**config.mk**
```make
export PLATFORM = sky130hd
export DESIGN_NAME = sram_packet_ctrl
export DESIGN_NICKNAME = d
export VERILOG_FILES = /design/src/rtl/sram_ctrl_pkg.sv /design/src/rtl/sram_packet_ctrl.sv
export SDC_FILE = /design/constraint.sdc
export NUM_CORES = 1
export LEC_CHECK = 0
export CAP_MARGIN = 25
export CORE_AREA = 2 2 126 115
export CTS_CLUSTER_SIZE = 28
export DETAILED_ROUTE_END_ITERATION = 12
export DIE_AREA = 0 0 128 117
export GPL_TIMING_DRIVEN = 0
export PLACE_DENSITY_LB_ADDON = 0.15
export SKIP_LAST_GASP = 1
export SLEW_MARGIN = 20
export SYNTH_ARGS = -nofsm -noshare
export SYNTH_HDL_FRONTEND = slang
export SYNTH_SLANG_ARGS = --single-unit
```
**constraint.sdc**
```tcl
create_clock -name clk_in -period 2.82 [get_ports clk_in]
set_input_delay 0.282 -clock clk_in [delete_from_list [all_inputs] [get_ports clk_in]]
set_output_delay 0.282 -clock clk_in [all_outputs]
set_load 0.03 [all_outputs]
```
**src/rtl/sram_ctrl_pkg.sv**
```systemverilog
// Shared encodings and packet field offsets for the SRAM packet controller.
// Packet layout, MSB first: op | sel | wmask | addr | din.
`timescale 1ns/1ps
package sram_ctrl_pkg;

    typedef enum logic [1:0] {
        OP_NOP   = 2'd0,
        OP_WRITE = 2'd1,
        OP_READ0 = 2'd2,
        OP_READ1 = 2'd3
    } op_t;

    typedef enum logic [2:0] {
        ST_IDLE    = 3'd0,
        ST_ISSUE   = 3'd1,
        ST_WAIT    = 3'd2,
        ST_CAPTURE = 3'd3,
        ST_RESP    = 3'd4
    } state_t;

    localparam int OP_W = 2;

    function automatic int din_lsb();
        return 0;
    endfunction

    function automatic int addr_lsb(input int data_w);
        return data_w;
    endfunction

    function automatic int wmask_lsb(input int addr_w, input int data_w);
        return addr_w + data_w;
    endfunction

    function automatic int sel_lsb(input int nwm, input int addr_w, input int data_w);
        return nwm + addr_w + data_w;
    endfunction

    function automatic int op_lsb(input int sel_w, input int nwm, input int addr_w,
                                  input int data_w);
        return sel_w + nwm + addr_w + data_w;
    endfunction

    function automatic int pkt_width(input int sel_w, input int nwm, input int addr_w,
                                     input int data_w);
        return OP_W + sel_w + nwm + addr_w + data_w;
    endfunction

endpackage

```
**src/rtl/sram_packet_ctrl.sv**
```systemverilog
// Packet-driven controller for a bank of 1rw1r SRAM macros: one command at a
// time, every SRAM-side and pico-side output registered.
//
// state      | meaning
// IDLE       | pkt_ready high, waiting for a packet
// ISSUE      | chip select / write enable active for one cycle
// WAIT       | read data in flight (READ_LATENCY-1 cycles)
// CAPTURE    | selected dout slice sampled into resp_data
// RESP       | response pulse scheduled, back to IDLE next
`timescale 1ns/1ps
module sram_packet_ctrl
    import sram_ctrl_pkg::*;
#(
    parameter int ADDR_WIDTH   = 8,
    parameter int DATA_WIDTH   = 32,
    parameter int NUM_WMASKS   = 4,
    parameter int NUM_MACROS   = 2,
    parameter int READ_LATENCY = 1,
    localparam int SEL_W = $clog2(NUM_MACROS),
    localparam int PKT_W = pkt_width(SEL_W, NUM_WMASKS, ADDR_WIDTH, DATA_WIDTH)
) (
    input  logic                             clk_in,
    input  logic                             rst,
    input  logic                             pkt_valid,
    output logic                             pkt_ready,
    input  logic [PKT_W-1:0]                 packet,
    output logic [NUM_MACROS-1:0]            csb0,
    output logic                             web0,
    output logic [NUM_WMASKS-1:0]            wmask0,
    output logic [ADDR_WIDTH-1:0]            addr0,
    output logic [DATA_WIDTH-1:0]            din0,
    output logic [NUM_MACROS-1:0]            csb1,
    output logic [ADDR_WIDTH-1:0]            addr1,
    input  logic [NUM_MACROS*DATA_WIDTH-1:0] dout0,
    input  logic [NUM_MACROS*DATA_WIDTH-1:0] dout1,
    output logic                             resp_valid,
    output logic [DATA_WIDTH-1:0]            resp_data,
    output logic                             resp_err
);

    localparam int OP_LSB    = op_lsb(SEL_W, NUM_WMASKS, ADDR_WIDTH, DATA_WIDTH);
    localparam int SEL_LSB   = sel_lsb(NUM_WMASKS, ADDR_WIDTH, DATA_WIDTH);
    localparam int WMASK_LSB = wmask_lsb(ADDR_WIDTH, DATA_WIDTH);
    localparam int ADDR_LSB  = addr_lsb(DATA_WIDTH);
    localparam int DIN_LSB   = din_lsb();

    localparam int CNT_W = (READ_LATENCY > 1) ? $clog2(READ_LATENCY) : 1;
    localparam logic [CNT_W-1:0] WAIT_LOAD =
        CNT_W'((READ_LATENCY > 1) ? (READ_LATENCY - 2) : 0);
    localparam logic [SEL_W:0]        MACROS_L = (SEL_W + 1)'(NUM_MACROS);
    localparam logic [NUM_MACROS-1:0] CSB_IDLE = '1;
    localparam logic [NUM_MACROS-1:0] CSB_ONE  = NUM_MACROS'(1);

    state_t                  r_state;
    op_t                     r_op;
    logic [SEL_W-1:0]        r_sel;
    logic                    r_bad;
    logic [CNT_W-1:0]        r_wait_cnt;
    logic                    r_pkt_ready;
    logic [NUM_MACROS-1:0]   r_csb0;
    logic [NUM_MACROS-1:0]   r_csb1;
    logic                    r_web0;
    logic [NUM_WMASKS-1:0]   r_wmask0;
    logic [ADDR_WIDTH-1:0]   r_addr0;
    logic [DATA_WIDTH-1:0]   r_din0;
    logic [ADDR_WIDTH-1:0]   r_addr1;
    logic                    r_resp_valid;
    logic [DATA_WIDTH-1:0]   r_resp_data;
    logic                    r_resp_err;

    op_t                     w_op;
    logic [SEL_W-1:0]        w_sel;
    logic [NUM_WMASKS-1:0]   w_wmask;
    logic [ADDR_WIDTH-1:0]   w_addr;
    logic [DATA_WIDTH-1:0]   w_din;
    logic                    w_sel_ok;
    logic [NUM_MACROS-1:0]   w_csb_sel;
    logic [DATA_WIDTH-1:0]   w_rd_word;

    assign w_op      = op_t'(packet[OP_LSB +: OP_W]);
    assign w_sel     = packet[SEL_LSB +: SEL_W];
    assign w_wmask   = packet[WMASK_LSB +: NUM_WMASKS];
    assign w_addr    = packet[ADDR_LSB +: ADDR_WIDTH];
    assign w_din     = packet[DIN_LSB +: DATA_WIDTH];
    assign w_sel_ok  = ({1'b0, w_sel} < MACROS_L);
    assign w_csb_sel = ~(CSB_ONE << w_sel);

    // Read port follows the latched op; READ1 reads port1, everything else port0.
    always_comb begin
        w_rd_word = '0;
        for (int k = 0; k < NUM_MACROS; k++) begin
            if (r_sel == SEL_W'(k)) begin
                w_rd_word = (r_op == OP_READ1) ? dout1[k*DATA_WIDTH +: DATA_WIDTH]
                                               : dout0[k*DATA_WIDTH +: DATA_WIDTH];
            end
        end
    end

    always_ff @(posedge clk_in or posedge rst) begin
        if (rst) begin
            r_state      <= ST_IDLE;
            r_op         <= OP_NOP;
            r_sel        <= '0;
            r_bad        <= 1'b0;
            r_wait_cnt   <= '0;
            r_pkt_ready  <= 1'b1;
            r_csb0       <= CSB_IDLE;
            r_csb1       <= CSB_IDLE;
            r_web0       <= 1'b1;
            r_wmask0     <= '0;
            r_addr0      <= '0;
            r_din0       <= '0;
            r_addr1      <= '0;
            r_resp_valid <= 1'b0;
            r_resp_data  <= '0;
            r_resp_err   <= 1'b0;
        end else begin
            // Strobes default inactive so the SRAM is only touched during ISSUE.
            r_csb0       <= CSB_IDLE;
            r_csb1       <= CSB_IDLE;
            r_web0       <= 1'b1;
            r_resp_valid <= 1'b0;
            r_pkt_ready  <= 1'b0;

            case (r_state)
                ST_IDLE: begin
                    if (pkt_valid && (w_op != OP_NOP)) begin
                        r_op  <= w_op;
                        r_sel <= w_sel;
                        r_bad <= !w_sel_ok;
                        if (!w_sel_ok) begin
                            r_state <= ST_RESP;
                        end else begin
                            r_state <= ST_ISSUE;
                            case (w_op)
                                OP_WRITE: begin
                                    r_csb0   <= w_csb_sel;
                                    r_web0   <= 1'b0;
                                    r_wmask0 <= w_wmask;
                                    r_addr0  <= w_addr;
                                    r_din0   <= w_din;
                                end
                                OP_READ0: begin
                                    r_csb0  <= w_csb_sel;
                                    r_addr0 <= w_addr;
                                end
                                OP_READ1: begin
                                    r_csb1  <= w_csb_sel;
                                    r_addr1 <= w_addr;
                                end
                                default: ;
                            endcase
                        end
                    end else begin
                        r_pkt_ready <= 1'b1;
                    end
                end

                ST_ISSUE: begin
                    if (r_op == OP_WRITE) begin
                        r_state <= ST_RESP;
                    end else if (READ_LATENCY <= 1) begin
                        r_state <= ST_CAPTURE;
                    end else begin
                        r_wait_cnt <= WAIT_LOAD;
                        r_state    <= ST_WAIT;
                    end
                end

                ST_WAIT: begin
                    if (r_wait_cnt == '0) begin
                        r_state <= ST_CAPTURE;
                    end else begin
                        r_wait_cnt <= r_wait_cnt - 1'b1;
                    end
                end

                ST_CAPTURE: begin
                    r_resp_data <= w_rd_word;
                    r_state     <= ST_RESP;
                end

                ST_RESP: begin
                    r_resp_valid <= 1'b1;
                    r_resp_err   <= r_bad;
                    r_pkt_ready  <= 1'b1;
                    r_state      <= ST_IDLE;
                end

                default: begin
                    r_pkt_ready <= 1'b1;
                    r_state     <= ST_IDLE;
                end
            endcase
        end
    end

    assign pkt_ready  = r_pkt_ready;
    assign csb0       = r_csb0;
    assign csb1       = r_csb1;
    assign web0       = r_web0;
    assign wmask0     = r_wmask0;
    assign addr0      = r_addr0;
    assign din0       = r_din0;
    assign addr1      = r_addr1;
    assign resp_valid = r_resp_valid;
    assign resp_data  = r_resp_data;
    assign resp_err   = r_resp_err;

endmodule

```
Word level (Yosys, flattened, before mapping)
Cells that the tools add are included.
{ "totals": {"input_bits": 178, "mem_count": 0, "ff_bits": 98, "wordCells": 58, "romBits": 0, "latch_bits": 0, "ramBits": 0, "output_inout_bits": 92} }
{ "classes": {"n_shift": 1, "n_div": 0, "eq_ne": 11, "mul": 0, "n_bitwise": 1, "n_addsub": 1, "n_lt_le_gt_ge": 0, "n_reduce_logical": 10, "mux": 20} }
{ "op_table": {"columns": ["operator", "count"], "rows": [
  ["32-bit two-way mux", 3],
  ["2-bit two-way mux", 6],
  ["3-bit one-hot mux with 4 select lines", 1],
  ["3-bit two-way mux", 3],
  ["3-bit AND reduction", 3],
  ["2-bit == test, second input constant", 3],
  ["3-bit by 2-bit == test with 1-bit output, second input constant", 2],
  ["1-bit two-way mux", 6],
  ["2-bit by 1-bit == test with 1-bit output, second input constant", 2],
  ["2-bit inequality test, second input constant", 2],
  ["2-bit AND reduction", 2],
  ["3-bit by 1-bit == test with 1-bit output, second input constant", 1],
  ["3-bit == test, second input constant", 1],
  ["3-bit zero test", 1],
  ["3-bit OR reduction", 1],
  ["2-bit inverter", 1],
  ["1-bit one-hot mux with 2 select lines", 1],
  ["2-bit nonzero test", 1],
  ["2-bit OR reduction", 1],
  ["1-bit by 1-bit left shift with 2-bit output, first input constant", 1],
  ["1-bit logical AND", 1],
  ["1-bit subtractor, second input constant", 1]
]} }

Logic depth before layout (Yosys ltp)
{ "logic_depth": {"ltp_word": 5, "ltp_mapped": 6, "depth_no_buf": 5} }

Worst setup path before layout
No wires, ideal clock.
{ "synth_path": {"kind": "flip-flop to flip-flop", "from": "reg r_state[0]", "to": "reg r_din0[10] (netlist: din0[10])", "arrival_ps": 1576, "stages_incl_launch_ff": 6, "setup_time_ps": 125, "required_ps": 2695, "path_slack_ps": 1119, "period_less_slack_ps": 1701, "n_path_buf": 2, "path_cell_list": "dfrtp_1 -> buf_4 -> nor4b_4 -> nand3_4 -> buf_6 -> mux2_4"} }
{ "synth_between": {"elab_chain_cells": 2} }
{ "synth_lines": {"columns": ["element", "line", "source"], "rows": [
  ["start, declared", "sram_packet_ctrl.sv:54", "state_t r_state;"],
  ["start signal, assigned", "sram_packet_ctrl.sv:101", "r_state <= ST_IDLE;"],
  ["start signal, assigned", "sram_packet_ctrl.sv:132", "r_state <= ST_RESP;"],
  ["start signal, assigned", "sram_packet_ctrl.sv:134", "r_state <= ST_ISSUE;"],
  ["3-bit zero test", "sram_packet_ctrl.sv:125", "case (r_state)"],
  ["3-bit AND reduction (no source line)", null, null],
  ["end signal, assigned", "sram_packet_ctrl.sv:141", "r_din0 <= w_din;"],
  ["end, declared", "sram_packet_ctrl.sv:65", "logic [DATA_WIDTH-1:0] r_din0;"]
]} }
No other way between the ends.
A chain may end at the register's enable or synchronous reset.

Final worst setup path
{ "layout_path": {"from": "reg r_op[1]", "to": "reg r_resp_data[29] (netlist: resp_data[29])"} }
{ "layout_between": {"elab_chain_cells": 3, "word_cells_on_any_way": 4, "classes_between": "eq/ne (1); mux (3)"} }
{ "layout_lines": {"columns": ["element", "line", "source"], "rows": [
  ["start, declared", "sram_packet_ctrl.sv:55", "op_t r_op;"],
  ["start signal, assigned", "sram_packet_ctrl.sv:128", "r_op <= w_op;"],
  ["2-bit == test (*)", "sram_packet_ctrl.sv:93", "w_rd_word = (r_op == OP_READ1) ? dout1[k*DATA_WIDTH +: DATA_WIDTH]"],
  ["32-bit two-way mux", "sram_packet_ctrl.sv:93", null],
  ["32-bit two-way mux (*)", "sram_packet_ctrl.sv:92", "if (r_sel == SEL_W'(k)) begin"],
  ["end signal, assigned", "sram_packet_ctrl.sv:179", "r_resp_data <= w_rd_word;"],
  ["end, declared", "sram_packet_ctrl.sv:68", "logic [DATA_WIDTH-1:0] r_resp_data;"]
]} }
Mark *: on every way between the ends. The rest lies on a longest branch, timed or not.

==> impl_metrics.json <==
{
  "seq_power_share_pct": 29.8,
  "pwr-share-clk_pct": 14.3,
  "worst_pin_slew_ns": 0.799,
  "finalSetupViolations": 0,
  "internal-power_uw": 4860,
  "placedCellCount": 775,
  "multiInputGateArea_mm2": 0.00199,
  "cts_tree": "done",
  "cts_sinks": 97,
  "cts_buffers": 9,
  "r2r_setup_slack_ns": 0.71,
  "portBuffers": 268,
  "async_reset_ff_share_pct": 100,
  "fillers": 1155,
  "p_total_uw": 8110,
  "synth_ff_type": "dfrtp_1",
  "post-route-min-period_ns": 2.11,
  "drtIter0Drc": 116,
  "synth_edf_count": 0,
  "cp_slowest_cell": "clkbuf_1",
  "ys_seq_elements": 97,
  "fin_crit_sh_pct": 74.9,
  "netlist_area_mm2": 0.00456,
  "io_pins": 270,
  "status": "completed",
  "routed_wl_mm": 14.3,
  "r2r-start": "r_op[1]",
  "clk_pin_slew_ns": 0.07,
  "core_area_mm2": 0.0137,
  "regArea_mm2": 0.00243,
  "syn_nets": 515,
  "cts_resized": 0,
  "synth_cell_type_count": 35,
  "peakVddDrop_v": 0.000717,
  "grt_max_degree": 60,
  "critPathTopFamily": "buffers and inverters",
  "cp-end-kind": "register",
  "synth.most_common_cell": "dfrtp_1",
  "clk_latency_ns": 0.35,
  "ff2ff_path_depth": 4,
  "timing.critical_path.slowest_cell_delay_ns": 0.65,
  "avgSynthCellArea_um2": 13.7,
  "syn_inst": 334,
  "cp.arrival_ns": 2.31,
  "cts_max_level": 3,
  "cts_setup_buffers": 0,
  "dpl.hpwl_mm": 10.9,
  "path_class": "register to register",
  "initial_utilization_pct": 33.2,
  "required_ns": 3.02,
  "clock_skew_ns": 0.00764,
  "drive_gt1_share_pct": 14.9,
  "globalRouteOverflowTotal": 0,
  "rows": 41,
  "hold_buffers": 0,
  "vias": 3770,
  "ys_top_cells_by_count": "dfrtp_1, mux2i_1, nand2_1, o221ai_1, mux2_4",
  "p_leak_uw": 0.00361,
  "die-area_mm2": 0.0150,
  "antenna_cells": 0,
  "ys_seq_area_share_pct": 53.4,
  "vias_per_cell": 4.77,
  "clockBufferDepth": 2,
  "p_comb_share_pct": 55.9,
  "wl_per_cell_um": 18.0,
  "p_sw_share_pct": 40.2,
  "grt_pass1_wl_mm": 21.3,
  "cp_num_buf_inv": 1,
  "synth_top_area_share_pct": 49.9,
  "worstPathMaxFanout": 10,
  "yosys_warnings": 0,
  "area_growth_pct": 70.3,
  "final_cells": 791,
  "drcViolationCount": 0,
  "worstHoldPathType": "primary input to asynchronous set/reset pin",
  "hold_viol": 0,
  "ys_top_cells_by_area": "dfrtp_1, mux2i_1, mux2_4",
  "grt_antenna_before_repair": 0,
  "die_h_um": 117,
  "grt_pass1_vias": 3902,
  "worstSetupStartpointType": "register",
  "slew_headroom_pct": 46.8,
  "cellPowerDensity_mw_per_mm2": 1040,
  "rsz0062_at_grt": "no",
  "grtUsageTotal_pct": 18.7,
  "cts-root-buf": "clkbuf_16",
  "synth_top_cell_by_area": "dfrtp_1",
  "nNetsFinal": 795,
  "dr.pass1.iters": 4,
  "clock.fmax_ghz": 0.474,
  "slew_violations": 0,
  "ant_nets": 0,
  "worstPathCellList": "nand2_1 -> clkbuf_1 -> mux2i_1 -> o221ai_1",
  "r2r_end": "resp_data[29]",
  "max-cap-violations": 0,
  "p_switching_uw": 3260,
  "die_width_um": 128,
  "gp_congestion": 0.776
}
layer usage:
metal	global-route usage, %	part of all wire [%]	up-vias
li1	-	-	1790
met1	21.8	40	1813
met4	6.08	1.4	0
met3	7.23	9.9	13
met2	31.9	49	154
met5	0	0	-
registers in the layout, summed over array words and instances (netlist names):
name,count
r_sel,1
resp_data,32
pkt_ready,1
r_op,2
addr1,8
r_state,3
din0,32
wmask0,4
web0,1
csb0,2
resp_valid,1
csb1,2
addr0,8
cell families after synthesis:
| family | count (synthesis) | synth area share (%) |
|---|---|---|
| compound gates | 37 | 6.75 |
| fa+ha+maj | 3 | 0.823 |
| buf+inv | 28 | 3.02 |
| flops | 97 | 53.4 |
| mux | 118 | 30.1 |
| other cells | 1 | 0.0822 |
| simple gates | 50 | 5.90 |
per-stage QoR:
| step | util, % | hold WS, ns | setup TNS, ns | instance area (um^2) | worst slack, ns |
|---|---|---|---|---|---|
| 2_1_floorplan | - | 0.351 | 0 | 4560 | 0.0142 |
| 3_3_place_gp | 54.3 | 0.468 | -143.06 | 7460 | -1.54 |
| 3_5_place_dp | 54.5 | 0.473 | 0 | 7490 | 0.357 |
| 4_1_cts | 56.5 | 0.309 | 0 | 7770 | 0.730 |
| 5_1_grt | 56.5 | 0.339 | 0 | 7770 | 0.613 |
| 6_report | 56.5 | 0.299 | 0 | 7770 | 0.708 |
worst max path at each step:
stage | start | to | slack [ns] | cells past startpoint
floorplan | rst | addr0[0] | 0.01 | 1
global placement | rst | resp_data[19] | -1.54 | 2
detailed placement | packet[45] | din0[0] | 0.36 | 7
CTS | packet[45] | din0[0] | 0.73 | 7
global route | r_op[1] | resp_data[29] | 0.61 | 4
finish | r_op[1] | resp_data[29] | 0.71 | 4
layout make-up:
type | count | area share (%)
Buffer | 22 | 1.48
Clock buffer | 14 | 3.40
Clock inverter | 2 | 0.177
Inverter | 6 | 0.354
Multi-Input combinational cell | 209 | 25.6
Sequential cell | 97 | 31.3
Tap cell | 172 | 2.77
Timing Repair Buffer | 269 | 34.9
power groups by stage:
stage	registers, uW	logic [uW]	clock network, uW
after CTS	2420	4590	1210
after floorplan	3630	1470	0
after global routing	2500	4800	1270
after global placement	2400	4540	0
final	2420	4540	1160
after detailed placement	2440	4580	0
placed cells by master, fill, tap and decap left out, drive strengths merged, types with 5 or more instances in the layout:
| cell | n |
|---|---|
| clkdlybuf4s50 | 268 |
| dfrtp | 91 |
| mux2i | 62 |
| mux2 | 55 |
| nand2 | 32 |
| o221ai | 31 |
| clkbuf | 24 |
| buf | 13 |
| dfstp | 6 |
| nand3 | 6 |
| inv | 5 |
(Power assumes the default switching activity.)
